## src/rtl/instr_assembly_register_if.sv

```systemverilog
// ---------------------------------------------------------------------------
// instr_assembly_register_if
//   Bundles the beat input side and the decoder side of the instruction
//   assembly register.
//   master : memory/decoder side (drives I, Write, Flush, IRTake)
//   slave  : the assembly register itself
//   Signals:
//     I          beat data (BUS_W)
//     Write      beat valid
//     WriteReady beat can be accepted this cycle
//     Flush      discard partial and queued instructions
//     IROut      head instruction, 0 when empty (BUS_W*BEATS)
//     IRValid    queue non-empty
//     IRTake     decoder consumes head
//     Count      queued complete instructions
//     BeatCnt    beats of the current partial instruction
// ---------------------------------------------------------------------------
interface instr_assembly_register_if #(
  parameter int BUS_W = 8,
  parameter int BEATS = 2,
  parameter int DEPTH = 2
);
  localparam int INSTR_W = BUS_W * BEATS;
  localparam int CW      = $clog2(DEPTH + 1);
  localparam int BW      = $clog2(BEATS);

  logic [BUS_W-1:0]   I;
  logic               Write;
  logic               WriteReady;
  logic               Flush;
  logic [INSTR_W-1:0] IROut;
  logic               IRValid;
  logic               IRTake;
  logic [CW-1:0]      Count;
  logic [BW-1:0]      BeatCnt;

  modport master (
    output I, Write, Flush, IRTake,
    input  WriteReady, IROut, IRValid, Count, BeatCnt
  );

  modport slave (
    input  I, Write, Flush, IRTake,
    output WriteReady, IROut, IRValid, Count, BeatCnt
  );
endinterface

```

## src/rtl/instr_assembly_register.sv

```systemverilog
// ---------------------------------------------------------------------------
// instr_assembly_register
//   Assembles BEATS consecutive BUS_W-wide beats into one instruction and
//   queues up to DEPTH complete instructions for the decoder. Beat position
//   comes from an internal beat counter; LSB_FIRST selects whether the first
//   beat lands in the low or the high slice.
//   Ports:
//     Clock  rising-edge clock
//     Reset  synchronous, active-high; clears everything
//     bus    instr_assembly_register_if.slave (beat input, decoder output)
//   The interface instance must use the same BUS_W/BEATS/DEPTH values.
// ---------------------------------------------------------------------------
module instr_assembly_register #(
  parameter int BUS_W     = 8,
  parameter int BEATS     = 2,
  parameter int DEPTH     = 2,
  parameter int LSB_FIRST = 1
) (
  input  logic                          Clock,
  input  logic                          Reset,
  instr_assembly_register_if.slave      bus
);
  localparam int INSTR_W = BUS_W * BEATS;
  localparam int CW      = $clog2(DEPTH + 1);
  localparam int BW      = $clog2(BEATS);
  localparam int PW      = (DEPTH > 1) ? $clog2(DEPTH) : 1;

  localparam logic [BW-1:0] LAST_BEAT = BW'(BEATS - 1);
  localparam logic [PW-1:0] LAST_PTR  = PW'(DEPTH - 1);
  localparam logic [CW-1:0] FULL_CNT  = CW'(DEPTH);

  logic [INSTR_W-1:0] mem_q [DEPTH];
  logic [PW-1:0]      head_q, head_d;
  logic [PW-1:0]      tail_q, tail_d;
  logic [CW-1:0]      count_q, count_d;
  logic [BW-1:0]      beat_q, beat_d;
  logic [INSTR_W-1:0] asm_q, asm_d;
  logic [INSTR_W-1:0] asm_merged;
  logic [BW-1:0]      slice_idx;
  logic               pop_req, final_beat, write_ready, accept, push, pop;

  always_comb begin
    pop_req     = bus.IRTake && (count_q != '0);
    final_beat  = (beat_q == LAST_BEAT);
    // Only the final beat can be refused: it needs a free queue slot, which
    // a same-cycle pop also provides.
    write_ready = !bus.Flush && !Reset &&
                  (!final_beat || (count_q < FULL_CNT) || pop_req);
    accept      = bus.Write && write_ready;
    push        = accept && final_beat;
    pop         = pop_req && !bus.Flush;
    slice_idx   = (LSB_FIRST != 0) ? beat_q : (LAST_BEAT - beat_q);
  end

  // Assembly register with the current beat dropped into its slice; this is
  // also the value pushed on the final beat.
  generate
    for (genvar gi = 0; gi < BEATS; gi++) begin : g_slice
      assign asm_merged[gi*BUS_W +: BUS_W] =
        (slice_idx == BW'(gi)) ? bus.I : asm_q[gi*BUS_W +: BUS_W];
    end
  endgenerate

  always_comb begin
    head_d  = head_q;
    tail_d  = tail_q;
    count_d = count_q;
    beat_d  = beat_q;
    asm_d   = asm_q;
    if (accept) begin
      if (final_beat) begin
        beat_d = '0;
        asm_d  = '0;
        tail_d = (tail_q == LAST_PTR) ? '0 : tail_q + 1'b1;
      end else begin
        beat_d = beat_q + 1'b1;
        asm_d  = asm_merged;
      end
    end
    if (pop) begin
      head_d = (head_q == LAST_PTR) ? '0 : head_q + 1'b1;
    end
    case ({push, pop})
      2'b10:   count_d = count_q + 1'b1;
      2'b01:   count_d = count_q - 1'b1;
      default: count_d = count_q;
    endcase
  end

  always_ff @(posedge Clock) begin
    if (Reset || bus.Flush) begin
      head_q  <= '0;
      tail_q  <= '0;
      count_q <= '0;
      beat_q  <= '0;
      asm_q   <= '0;
      for (int e = 0; e < DEPTH; e++) begin
        mem_q[e] <= '0;
      end
    end else begin
      head_q  <= head_d;
      tail_q  <= tail_d;
      count_q <= count_d;
      beat_q  <= beat_d;
      asm_q   <= asm_d;
      for (int e = 0; e < DEPTH; e++) begin
        if (push && (tail_q == PW'(e))) begin
          mem_q[e] <= asm_merged;
        end
      end
    end
  end

  assign bus.WriteReady = write_ready;
  assign bus.IRValid    = (count_q != '0);
  assign bus.IROut      = (count_q != '0) ? mem_q[head_q] : '0;
  assign bus.Count      = count_q;
  assign bus.BeatCnt    = beat_q;

endmodule

```

## src/flat_wrapper.sv

```systemverilog
// flat-port wrapper written by rule: the top's interface ports become plain ports
module instr_assembly_register_flat 
#(
  parameter int BUS_W     = 8,
  parameter int BEATS     = 2,
  parameter int DEPTH     = 2,
  parameter int LSB_FIRST = 1
)
  (Clock, Reset, bus_I, bus_Write, bus_Flush, bus_IRTake, bus_WriteReady, bus_IROut, bus_IRValid, bus_Count, bus_BeatCnt);
  instr_assembly_register_if #(.BUS_W(BUS_W), .BEATS(BEATS), .DEPTH(DEPTH)) bus_i ();
  input  logic Clock;
  input  logic Reset;
  input wire logic [$bits(bus_i.I)-1:0] bus_I;
  input wire logic [$bits(bus_i.Write)-1:0] bus_Write;
  input wire logic [$bits(bus_i.Flush)-1:0] bus_Flush;
  input wire logic [$bits(bus_i.IRTake)-1:0] bus_IRTake;
  output wire logic [$bits(bus_i.WriteReady)-1:0] bus_WriteReady;
  output wire logic [$bits(bus_i.IROut)-1:0] bus_IROut;
  output wire logic [$bits(bus_i.IRValid)-1:0] bus_IRValid;
  output wire logic [$bits(bus_i.Count)-1:0] bus_Count;
  output wire logic [$bits(bus_i.BeatCnt)-1:0] bus_BeatCnt;
  assign bus_i.I = bus_I;
  assign bus_i.Write = bus_Write;
  assign bus_i.Flush = bus_Flush;
  assign bus_i.IRTake = bus_IRTake;
  assign bus_WriteReady = bus_i.WriteReady;
  assign bus_IROut = bus_i.IROut;
  assign bus_IRValid = bus_i.IRValid;
  assign bus_Count = bus_i.Count;
  assign bus_BeatCnt = bus_i.BeatCnt;
  instr_assembly_register #(.BUS_W(BUS_W), .BEATS(BEATS), .DEPTH(DEPTH), .LSB_FIRST(LSB_FIRST)) u_core (.Clock(Clock), .Reset(Reset), .bus(bus_i));
endmodule
```

## config.mk

```make
export PLATFORM = sky130hd
export DESIGN_NAME = instr_assembly_register_flat
export DESIGN_NICKNAME = d
export VERILOG_FILES = /design/src/rtl/instr_assembly_register_if.sv /design/src/rtl/instr_assembly_register.sv /design/src/flat_wrapper.sv
export SDC_FILE = /design/constraint.sdc
export NUM_CORES = 1
export LEC_CHECK = 0
export ABC_CLOCK_PERIOD_IN_PS = 4000
export CORE_ASPECT_RATIO = 0.6
export CORE_MARGIN = 4
export CORE_UTILIZATION = 51
export CTS_CLUSTER_SIZE = 30
export DETAILED_ROUTE_END_ITERATION = 6
export PLACE_DENSITY = 0.9
export SYNTH_ARGS = -nofsm -noshare
export SYNTH_HDL_FRONTEND = slang
export SYNTH_SLANG_ARGS = --single-unit
```

## constraint.sdc

```tcl
create_clock -name Clock -period 4 [get_ports Clock]
set_clock_uncertainty 0.1 [all_clocks]
set_input_delay 1.2 -clock Clock [delete_from_list [all_inputs] [get_ports Clock]]
set_output_delay 1.2 -clock Clock [all_outputs]
set_load 0.02 [all_outputs]
```

==> flow_summary.toml <==
[synth]
synth_most_common_cell = "edfxtp_1"
avgSynthCellArea_um2 = 12.2
synth_top_area_share_pct = 50.5
ys.flop_type = "edfxtp_1"
syn_inst = 156
syn_nets = 170
synth-seq-area-share_pct = 65.2
synth_area_um2 = 1900
synth_top_area_cell = "edfxtp_1"
yosys-top-cells-area = "edfxtp_1 (50%), dfxtp_1 (15%), mux2i_1 (8.4%)"
yosysUniqueCellTypes = 26
ys_ff_latch = 46
synth-edff-count = 32
yosys-top-cells-count = "edfxtp_1 (32), nor2_1 (23), and2_1 (16), mux2i_1 (16), dfxtp_1 (14)"
yosysWarnings = 0
async_flop_share_pct = 0

[min_path]
hold_end = "u_core.asm_q[5]$_SDFFE_PP0N_"
min_delay_path_depth = 2
min-delay-start = "u_core.asm_q[5]$_SDFFE_PP0N_"
hold_path_class = "register to register"

[power]
p_per_area_nw_per_um2 = 360
p_leak_nw = 0.832
ir_drop_mv = 0.261

[global_routing]
grt_pass1_wl_mm = 5.69
grt_max_degree = 18
grt-ovfl-total = 0
grt_pass1_vias = 1269
grt_antenna_before_repair = 0
gr-usage-all-layers_pct = 15.5

[floorplanning]
dieHeight_um = 55.3
io_pins = 34
rows = 16
die_w_um = 86.9
start_util_pct = 55.6
die-area_um2 = 4810
core-area_um2 = 3420

[cts]
cts_buffer_depth = 2
ctsHoldBuffers = 0
cts_root_buf = "clkbuf_8"
path_clk_slew_ps = 80
cts_setup_buffers = 0
ctsResizeCount = 0
insertion_delay_ps = 300
tritoncts = "built"
cts_num_sinks = 46
cts_buffers = 5
htree_levels = 2

[sta]
setup-violations-final = 0
fin_hold_ws_ps = 387
rsz0062_at_grt = "false"
hold_viol = 0
fmax_mhz = 256
post-route-period-util_pct = 97.8
fin_tns_setup_ps = 0
worst_pin_slew_ps = 1170
relSlewSlack_pct = 22.0
maxSlewViolCount = 0
fin_crit_ps = 3910

[drt]
vias = 1213
wl_met2_mm = 1.75
wl_per_cell_um = 14.3
met1_length_mm = 1.46
routed_wl_mm = 3.44
routed_via_density = 5.05
wl_met3_um = 165
firstDrtPassIters = 4
highest_layer = "met4"
antenna_left = 0
remaining_drc_errors = 0
dr.first_iter.drc_count = 46

[worst_setup_path]
reg2reg_slack_ps = 2120
critPathMaxStageDelay_ps = 620
end_kind = "output pin"
crit_path_frequent_cell = "clkdlybuf4s50_1"
cpLargestDelayFamily = "buffers and inverters"
r2r_start = "u_core.bus.Count[1]$_SDFFE_PP0P_"
cp.arrival_ps = 2610
cp_cell_sequence = "clkdlybuf4s50_1, or2_1, nor2_1, clkdlybuf4s50_1"
r2r-end = "u_core.bus.Count[1]$_SDFFE_PP0P_"
slowest_stage = "clkdlybuf4s50_1"
criticalPathCategory = "input port to output pin"
crit_path_max_fanout = 3
start_kind = "input port"
reg2reg_depth = 6
path_buf_inv = 2
cp.required_ps = 2700

[finish]
n_antenna_cell = 0
nNetsFinal = 208
multiInputGateArea_um2 = 604
drive_above_1_share_pct = 8.72
seq_area_um2 = 1240
area_growth_pct = 24.9
fillers = 250

[place]
gp_congestion = 0.759
dp_hpwl_mm = 2.52
port_buffers = 33

[run_status]
status = "complete, no violations"

[flow_run]
drv_cap = 0
[sequential cells by signal, indices dropped and copies added, names as in the netlist, named ones only]
name and cells:
u_core.bus.Count 2, u_core.tail_q 1, u_core.bus.BeatCnt 1, u_core.head_q 1, u_core.asm_q 8, u_core.mem_q 32
[worst max-delay path by stage]
stage	from	endpoint	cells past startpoint
finish	bus_Flush	bus_WriteReady	4
global route	bus_Flush	bus_WriteReady	4
CTS	bus_Flush	bus_WriteReady	4
detailed placement	bus_Flush	bus_WriteReady	4
global placement	bus_Flush	bus_WriteReady	4
floorplan	bus_Flush	bus_WriteReady	4
[placed cells by master, fill, tap and decap left out]
| cell | Yosys | final |
|---|---|---|
| clkdlybuf4s50_1 | 0 | 33 |
| edfxtp_1 | 32 | 32 |
| nor2_1 | 23 | 23 |
| mux2i_1 | 16 | 16 |
| and2_1 | 16 | 16 |
| dfxtp_1 | 14 | 14 |
| o21ai_1 | 11 | 11 |
| nand2_1 | 9 | 9 |
| a21oi_1 | 9 | 9 |
| buf_4 | 0 | 6 |
| clkbuf_8 | 0 | 5 |
| nor2b_1 | 2 | 2 |
| inv_2 | 2 | 2 |
| o21a_1 | 2 | 2 |
| xor2_1 | 2 | 2 |
| or2_1 | 1 | 1 |
| nor3_4 | 1 | 1 |
| a21o_1 | 1 | 1 |
| and3b_1 | 1 | 1 |
| clkinv_1 | 1 | 1 |
| xnor2_1 | 1 | 1 |
| o21ai_0 | 1 | 1 |
| or3_1 | 1 | 1 |
| o211ai_1 | 1 | 1 |
| ha_1 | 1 | 1 |
| clkinvlp_4 | 0 | 1 |
| clkinv_4 | 0 | 1 |
| clkinv_2 | 0 | 1 |
[worst min-delay path, stage by stage (launching register included)]
cell	delay (ps)
dfxtp_1	310
o21ai_1	70
a21oi_1	70
[cells by family (layout without fill, tap and decap cells)]
group	after synthesis	after routing	synth area share, %
simple gates	54	54	14.2
flops	46	46	65.2
compound gates	25	25	7.10
mux	16	16	8.41
buf+inv	11	50	3.09
xor+xnor	3	3	1.38
fa+ha+maj	1	1	0.657
[final cells by class]
cell class / count / share of cell area (%)
repair buffers: 39 / 15.8
multi-input cells: 99 / 25.4
inverters: 3 / 0.473
well taps: 45 / 2.37
clock buffers: 5 / 2.89
clock inverters: 3 / 0.894
flip-flops and latches: 46 / 52.2
[routing by layer]
metal | track usage, % | up-vias
met5 | 0 | -
met3 | 4.90 | 7
li1 | - | 613
met1 | 17.6 | 568
met4 | 7.11 | 0
met2 | 26.3 | 25
[metrics by stage]
step	instance area, um^2	total power, mW	setup WS (ps)	util [%]	std cells
floorplan	1900	0.564	648	-	156
global route	2380	0.892	10.1	69.5	240
detailed placement	2290	0.589	79.4	66.8	232
CTS	2380	0.861	75.9	69.5	240
global placement	2290	0.586	80.2	66.8	232
finish	2380	0.855	86.7	69.5	240
[where the power goes]
| part | total, mW | internal [mW] | switching (mW) |
|---|---|---|---|
| Clock | 0.277 | 0.123 | 0.155 |
| Sequential | 0.530 | 0.524 | 0.00571 |
| Combinational | 0.0478 | 0.0225 | 0.0253 |
| Total | 0.855 | 0.670 | 0.186 |
Power figures use the tool's default switching activity.
